File: src/rtl/fpu_seq.sv
// fpu_seq: sequential IEEE-754-style add/sub/mul/div behind valid/ready handshakes.
// Truncating arithmetic, denormals flushed to zero, restoring divider at one quotient bit per cycle.
module fpu_seq #(
    parameter int EXP_W = 8,
    parameter int MAN_W = 23
) (
    input  logic                 clk,
    input  logic                 rst_n,
    input  logic                 in_valid,
    output logic                 in_ready,
    input  logic [1:0]           op,
    input  logic [EXP_W+MAN_W:0] a,
    input  logic [EXP_W+MAN_W:0] b,
    output logic                 out_valid,
    input  logic                 out_ready,
    output logic [EXP_W+MAN_W:0] result,
    output logic                 error,
    output logic                 underflow,
    output logic                 overflow
);
    localparam int W    = 1 + EXP_W + MAN_W;
    localparam int MW   = 2 * MAN_W + 2;
    localparam int LZW  = $clog2(MW + 1);
    localparam int XW   = EXP_W + LZW + 2;
    localparam int CW   = $clog2(MAN_W + 4);
    localparam int BIAS = 2 ** (EXP_W - 1) - 1;
    localparam int EMAX = 2 ** EXP_W - 1;

    localparam logic [2:0] S_IDLE   = 3'd0;
    localparam logic [2:0] S_UNPACK = 3'd1;
    localparam logic [2:0] S_EXEC   = 3'd2;
    localparam logic [2:0] S_NORM   = 3'd3;
    localparam logic [2:0] S_DONE   = 3'd4;

    localparam logic [W-1:0]         QNAN   = {1'b0, {EXP_W{1'b1}}, 1'b1, {(MAN_W-1){1'b0}}};
    localparam logic signed [XW-1:0] BIAS_X = XW'(BIAS);
    localparam logic signed [XW-1:0] EMAX_X = XW'(EMAX);

    logic [2:0]              r_state;
    logic [1:0]              r_op;
    logic [W-1:0]            r_a, r_b;
    logic                    r_sa, r_sb;
    logic [EXP_W-1:0]        r_ea, r_eb;
    logic [MAN_W:0]          r_ma, r_mb;
    logic                    r_special;
    logic [W-1:0]            r_spec_res;
    logic [MAN_W+1:0]        r_rem;
    logic [MAN_W+2:0]        r_quo;
    logic [CW-1:0]           r_cnt;
    logic                    r_sign;
    logic signed [XW-1:0]    r_exp;
    logic [MW-1:0]           r_mant;
    logic [W-1:0]            r_result;
    logic                    r_error, r_underflow, r_overflow, r_out_valid;

    logic [EXP_W-1:0]        w_ua_e, w_ub_e;
    logic                    w_ua_zero, w_ub_zero, w_ub_s, w_nan_in, w_div0;
    logic [MAN_W:0]          w_ua_m, w_ub_m;
    logic                    w_a_big, w_sx, w_add_sign;
    logic [EXP_W-1:0]        w_ex, w_shamt;
    logic [LZW-1:0]          w_shamt_c;
    logic [MAN_W:0]          w_mx, w_my;
    logic [MAN_W+4:0]        w_ext_x, w_ext_y, w_sum;
    logic [MW-1:0]           w_prod;
    logic signed [XW-1:0]    w_ea_x, w_eb_x, w_ex_x, w_mul_exp, w_div_exp, w_nexp;
    logic                    w_qbit, w_found, w_is_zero;
    logic [MAN_W+1:0]        w_rem_sub;
    logic [MAN_W+3:0]        w_quo_next;
    logic [LZW-1:0]          w_lz;
    logic [MAN_W-1:0]        w_frac;

    assign in_ready  = (r_state == S_IDLE);
    assign out_valid = r_out_valid;
    assign result    = r_result;
    assign error     = r_error;
    assign underflow = r_underflow;
    assign overflow  = r_overflow;

    // Field split and special-operand detection; sub folds into add by flipping sign(b).
    always_comb begin
        w_ua_e    = r_a[W-2:MAN_W];
        w_ub_e    = r_b[W-2:MAN_W];
        w_ua_zero = (w_ua_e == '0);
        w_ub_zero = (w_ub_e == '0);
        w_ua_m    = w_ua_zero ? '0 : {1'b1, r_a[MAN_W-1:0]};
        w_ub_m    = w_ub_zero ? '0 : {1'b1, r_b[MAN_W-1:0]};
        w_ub_s    = r_b[W-1] ^ (r_op == 2'b01);
        w_nan_in  = (&w_ua_e) | (&w_ub_e);
        w_div0    = (r_op == 2'b11) && w_ub_zero;
    end

    always_comb begin
        w_a_big    = {r_ea, r_ma} >= {r_eb, r_mb};
        w_ex       = w_a_big ? r_ea : r_eb;
        w_mx       = w_a_big ? r_ma : r_mb;
        w_my       = w_a_big ? r_mb : r_ma;
        w_sx       = w_a_big ? r_sa : r_sb;
        w_shamt    = w_ex - (w_a_big ? r_eb : r_ea);
        w_shamt_c  = (int'(w_shamt) > MAN_W + 3) ? LZW'(MAN_W + 3) : LZW'(w_shamt);
        w_ext_x    = {1'b0, w_mx, 3'b000};
        w_ext_y    = {1'b0, w_my, 3'b000} >> w_shamt_c;
        w_sum      = (r_sa == r_sb) ? (w_ext_x + w_ext_y) : (w_ext_x - w_ext_y);
        w_add_sign = (w_sum == '0) ? 1'b0 : w_sx;
        w_prod     = {{(MAN_W+1){1'b0}}, r_ma} * {{(MAN_W+1){1'b0}}, r_mb};
        w_ea_x     = XW'(r_ea);
        w_eb_x     = XW'(r_eb);
        w_ex_x     = XW'(w_ex);
        w_mul_exp  = w_ea_x + w_eb_x - BIAS_X;
        w_div_exp  = w_ea_x - w_eb_x + BIAS_X;
        w_qbit     = (r_rem >= {1'b0, r_mb});
        w_rem_sub  = w_qbit ? (r_rem - {1'b0, r_mb}) : r_rem;
        w_quo_next = {r_quo, w_qbit};
    end

    // All paths share one mantissa frame: bit 2*MAN_W has unit weight.
    always_comb begin
        w_lz    = '0;
        w_found = 1'b0;
        for (int unsigned i = 0; i < MW; i++) begin
            if (!w_found && r_mant[MW-1-i]) begin
                w_lz    = LZW'(i);
                w_found = 1'b1;
            end
        end
        w_is_zero = (r_mant == '0);
        w_nexp    = r_exp + XW'(1) - XW'(w_lz);
        w_frac    = MAN_W'((r_mant << w_lz) >> (MAN_W + 1));
    end

    always_ff @(posedge clk or negedge rst_n) begin
        if (!rst_n) begin
            r_state <= S_IDLE;      r_op <= '0;        r_a <= '0;        r_b <= '0;
            r_sa <= 1'b0;           r_sb <= 1'b0;      r_ea <= '0;       r_eb <= '0;
            r_ma <= '0;             r_mb <= '0;        r_special <= 1'b0; r_spec_res <= '0;
            r_rem <= '0;            r_quo <= '0;       r_cnt <= '0;
            r_sign <= 1'b0;         r_exp <= '0;       r_mant <= '0;
            r_result <= '0;         r_error <= 1'b0;   r_underflow <= 1'b0;
            r_overflow <= 1'b0;     r_out_valid <= 1'b0;
        end else begin
            case (r_state)
                S_IDLE: if (in_valid) begin
                    r_op <= op;  r_a <= a;  r_b <= b;
                    r_result <= '0;  r_error <= 1'b0;  r_underflow <= 1'b0;  r_overflow <= 1'b0;
                    r_state <= S_UNPACK;
                end
                S_UNPACK: begin
                    r_sa <= r_a[W-1];  r_sb <= w_ub_s;
                    r_ea <= w_ua_e;    r_eb <= w_ub_e;
                    r_ma <= w_ua_m;    r_mb <= w_ub_m;
                    r_special  <= w_nan_in | w_div0;
                    r_spec_res <= (w_nan_in || w_ua_zero) ? QNAN
                                : {r_a[W-1] ^ r_b[W-1], {EXP_W{1'b1}}, {MAN_W{1'b0}}};
                    r_rem <= {1'b0, w_ua_m};
                    r_quo <= '0;
                    r_cnt <= '0;
                    r_state <= S_EXEC;
                end
                S_EXEC: if (r_op == 2'b11) begin
                    r_rem <= w_rem_sub << 1;
                    r_quo <= w_quo_next[MAN_W+2:0];
                    r_cnt <= r_cnt + 1'b1;
                    if (r_cnt == CW'(MAN_W + 3)) begin
                        r_sign  <= r_sa ^ r_sb;
                        r_exp   <= w_div_exp;
                        r_mant  <= {1'b0, w_quo_next, {(MAN_W-3){1'b0}}};
                        r_state <= S_NORM;
                    end
                end else begin
                    if (r_op[1]) begin
                        r_sign <= r_sa ^ r_sb;
                        r_exp  <= w_mul_exp;
                        r_mant <= w_prod;
                    end else begin
                        r_sign <= w_add_sign;
                        r_exp  <= w_ex_x;
                        r_mant <= {w_sum, {(MAN_W-3){1'b0}}};
                    end
                    r_state <= S_NORM;
                end
                S_NORM: begin
                    if (r_special) begin
                        r_result <= r_spec_res;
                        r_error  <= 1'b1;
                    end else if (w_is_zero) begin
                        r_result <= {r_sign, {(W-1){1'b0}}};
                    end else if (w_nexp >= EMAX_X) begin
                        r_result   <= {r_sign, {EXP_W{1'b1}}, {MAN_W{1'b0}}};
                        r_overflow <= 1'b1;
                    end else if (w_nexp <= 0) begin
                        r_result    <= {r_sign, {(W-1){1'b0}}};
                        r_underflow <= 1'b1;
                    end else begin
                        r_result <= {r_sign, w_nexp[EXP_W-1:0], w_frac};
                    end
                    r_state <= S_DONE;
                end
                // out_valid is registered one cycle into DONE, after result/flags have settled.
                S_DONE: begin
                    if (!r_out_valid) begin
                        r_out_valid <= 1'b1;
                    end else if (out_ready) begin
                        r_out_valid <= 1'b0;
                        r_state     <= S_IDLE;
                    end
                end
                default: r_state <= S_IDLE;
            endcase
        end
    end
endmodule

File: config.mk
export PLATFORM = sky130hd
export DESIGN_NAME = fpu_seq
export DESIGN_NICKNAME = d
export VERILOG_FILES = /design/src/rtl/fpu_seq.sv
export SDC_FILE = /design/constraint.sdc
export NUM_CORES = 2
export LEC_CHECK = 0
export ABC_AREA = 1
export BUFFER_PORTS_ARGS = -buffer_cell sky130_fd_sc_hd__buf_2
export CAP_MARGIN = 20
export CORE_ASPECT_RATIO = 0.9
export CORE_UTILIZATION = 35
export DETAILED_ROUTE_END_ITERATION = 7
export PLACE_DENSITY_LB_ADDON = 0.25
export SYNTH_ARGS = -nofsm -noshare
export SYNTH_HDL_FRONTEND = slang
export SYNTH_SLANG_ARGS = --single-unit
File: constraint.sdc
create_clock -name clk -period 23.8 [get_ports clk]
set_input_delay 4.76 -clock clk [delete_from_list [all_inputs] [get_ports clk]]
set_output_delay 4.76 -clock clk [all_outputs]
set_load 0.05 [all_outputs]
==> results.txt <==
H-tree levels = 2
top post-synthesis cells by count = 1,548 x nand2_1, 1,156 x inv_1, 487 x fa_1
Critical Setup Path Class = register to register
hold buffers post-CTS = 0
Tmin final = 9.70 ns
FFs w/ async S/R, synth = 100%
first-pass GRT wire length = 232 mm
fmax = 103 MHz
Worst R2R Start = r_mb[19]$_DFFE_PN0P_
post-CTS sizing = 0
final wirelength = 146 mm
clk_lat worst skew = 0.60 ns
IO buf count = 106
Worst Clk Skew = 0.0328 ns
fin area = 45,600 um2
Critical Path RT = 24.26 ns
startpoint types = register
I/O pins = 107
register area = 7260 um2
TritonCTS clock tree = yes
setup bufs post-CTS = 0
Vias per Instance = 5.15
largest net degree at the start of global routing = 103
Initial Utilization = 35.5%
Hold Slack = 0.469 ns
die width = 369 um
drt drc = 0
Worst-Margin Slew = 1.15 ns
Main synth FF type = dfrtp_1
nets = 6,740
synthesized instance count = 5,930
flop-to-flop setup slack = 14.10 ns
dominant cells by area after synthesis = fa_1 23%, dfrtp_1 17%, nand2_1 14%
FILL cells = 12,700
final hold vios = 0
final setup violation count = 0
grt ovf = 0
post-synth top area cell = fa_1
R2R depth = 60
CTS sink count = 290
synthesis warning total = 0
Critical Path Max Stage Delay = 1.10 ns
Area Overhead vs Synth = 7.51%
flops & latches, synth = 290
Non-Filler Instances = 7,459
status = completed
maxcap violations = 0
area of the die = 123,000 um2
hold path start = result[15]$_DFFE_PN0P_
proportion of layout cells with a drive suffix above 1 = 5.60%
fin crit share = 40.8%
distinct cell type count after synthesis = 69
GP Congestion = 0.945
CTS root buf = clkbuf_16
Cells after DPL = 7,390
drt wl/cell = 19.6 um
fin. max-slew vios = 0
Total GRT Usage = 24.2%
RSZ-0062 raised after global routing = false
Initial DRC Count = 3,136
post-synth top area share = 23.0%
Critical Path Slowest Stage Cell = dfrtp_1
CP Max Fanout = 57
Vias = 38,400
Worst slew margin = 23.4%
Critical Path AT = 10.17 ns
count leader, synth = nand2_1
Crit. End Element = register
total CTS buffers = 37
die height = 332 um
hold-critical path depth = 2
Clk pin slew, worst setup/hold paths = 0.06 ns
Post-Syn Area = 42,400 um2
Mean Syn Cell Area = 7.15 um2
area of the multi-input gates = 29,500 um2
post-route ant nets = 0
setup TNS = 0 ns
core area = 120,000 um2
Worst R2R End = r_sign$_DFFE_PN0P_
# rows = 120
drt first pass iters = 6
crit-path most repeated cell = nand2_1
Seq/Total Area, Yosys = 17.1%
HP Class = register to register
Syn Nets = 6,825
HPWL Detailed = 114 mm
hold endpoint = result[15]$_DFFE_PN0P_
Post-synth EDFFs = 0
maximum buffer depth of the clock tree = 3
placed cell area = 44,300 um2
vias in the first global route = 38,800
initial antenna violation count = 0
-- critical path, delay by kind of cell, from the launching register on --
kind | cells | cell delay (ns)
adders and majority gates | 4 | 0.99
and+or+nand+nor | 38 | 4.11
AOI/OAI and AO/OA | 10 | 1.95
DFF | 1 | 1.10
buffers and inverters | 8 | 1.40
-- metrics by stage --
stage	util [%]	setup WS (ns)
floorplan	-	15.97
global placement	37.0	14.27
detailed placement	37.0	14.22
CTS	38.1	14.19
global route	38.1	13.09
finish	38.1	14.10
-- worst max path at each step --
stage                               from                     end  slack (ns)
finish              r_mb[19]$_DFFE_PN0P_      r_sign$_DFFE_PN0P_       14.10
global placement    r_mb[18]$_DFFE_PN0P_      r_sign$_DFFE_PN0P_       14.27
floorplan            r_ma[9]$_DFFE_PN0P_  r_mant[46]$_DFFE_PN0P_       15.97
global route        r_mb[18]$_DFFE_PN0P_      r_sign$_DFFE_PN0P_       13.09
CTS                 r_mb[18]$_DFFE_PN0P_      r_sign$_DFFE_PN0P_       14.19
detailed placement  r_mb[18]$_DFFE_PN0P_      r_sign$_DFFE_PN0P_       14.22
-- kinds of logic (layout without fill, tap and decap cells) --
group / after synthesis / count (layout) / share of synthesized area [%]
adders and majority gates: 825 / 825 / 32.9
xor gates and xnor gates: 66 / 66 / 1.36
DFF: 290 / 290 / 17.1
AOI/OAI and AO/OA: 819 / 819 / 11.0
buffers and inverters: 1489 / 1431 / 13.4
and+or+nand+nor: 2441 / 2441 / 24.2
other: 0 / 1 / 0
-- cells in the final DEF (no fill, tap or decap), drive strengths merged, types with 11 or more instances in the layout --
master,Yosys,layout
nand2,1559,1559
inv,1173,1179
fa,487,487
nand3,472,472
ha,338,338
o21ai,314,314
dfrtp,290,290
nor2,281,281
a21oi,243,243
buf,60,186
o22ai,84,84
nand4,56,56
a31oi,50,50
clkbuf,250,48
xor2,37,37
nor3,36,36
o211ai,29,29
xnor2,29,29
nor4,17,17
clkinv,6,13
a32oi,11,11
-- routing by layer --
metal  track usage [%]  up-vias  wire length [um]
li1                  -    18300                 -
met1              34.2    18900             67400
met2              39.2     1080             66700
met3              2.65      168              7880
met4              6.41        0              4090
met5                 0        -                 0
-- registers in the layout, summed over array words and instances, names as in the netlist, 2 cells and up --
name        flops
result         32
r_exp          10
r_mb           24
r_rem          25
r_state         3
r_quo          26
r_cnt           5
r_eb            8
r_spec_res      3
r_op            2
r_ea            8
r_mant         48
r_b            32
r_ma           24
r_a            32
-- final cells by class --
| cell class | count | area share, % |
|---|---|---|
| diodes | 1 | 0.00549 |
| multi-input cells | 4151 | 64.7 |
| repair buffers | 186 | 2.57 |
| inverters | 1179 | 9.71 |
| clock buffers | 48 | 2.27 |
| clock inverters | 18 | 0.464 |
| flip-flops and latches | 290 | 15.9 |
| well taps | 1586 | 4.35 |
Power is left out: the tool's default activity adds up to more than one toggle a clock period on the data nets, which glitch-free logic cannot reach.
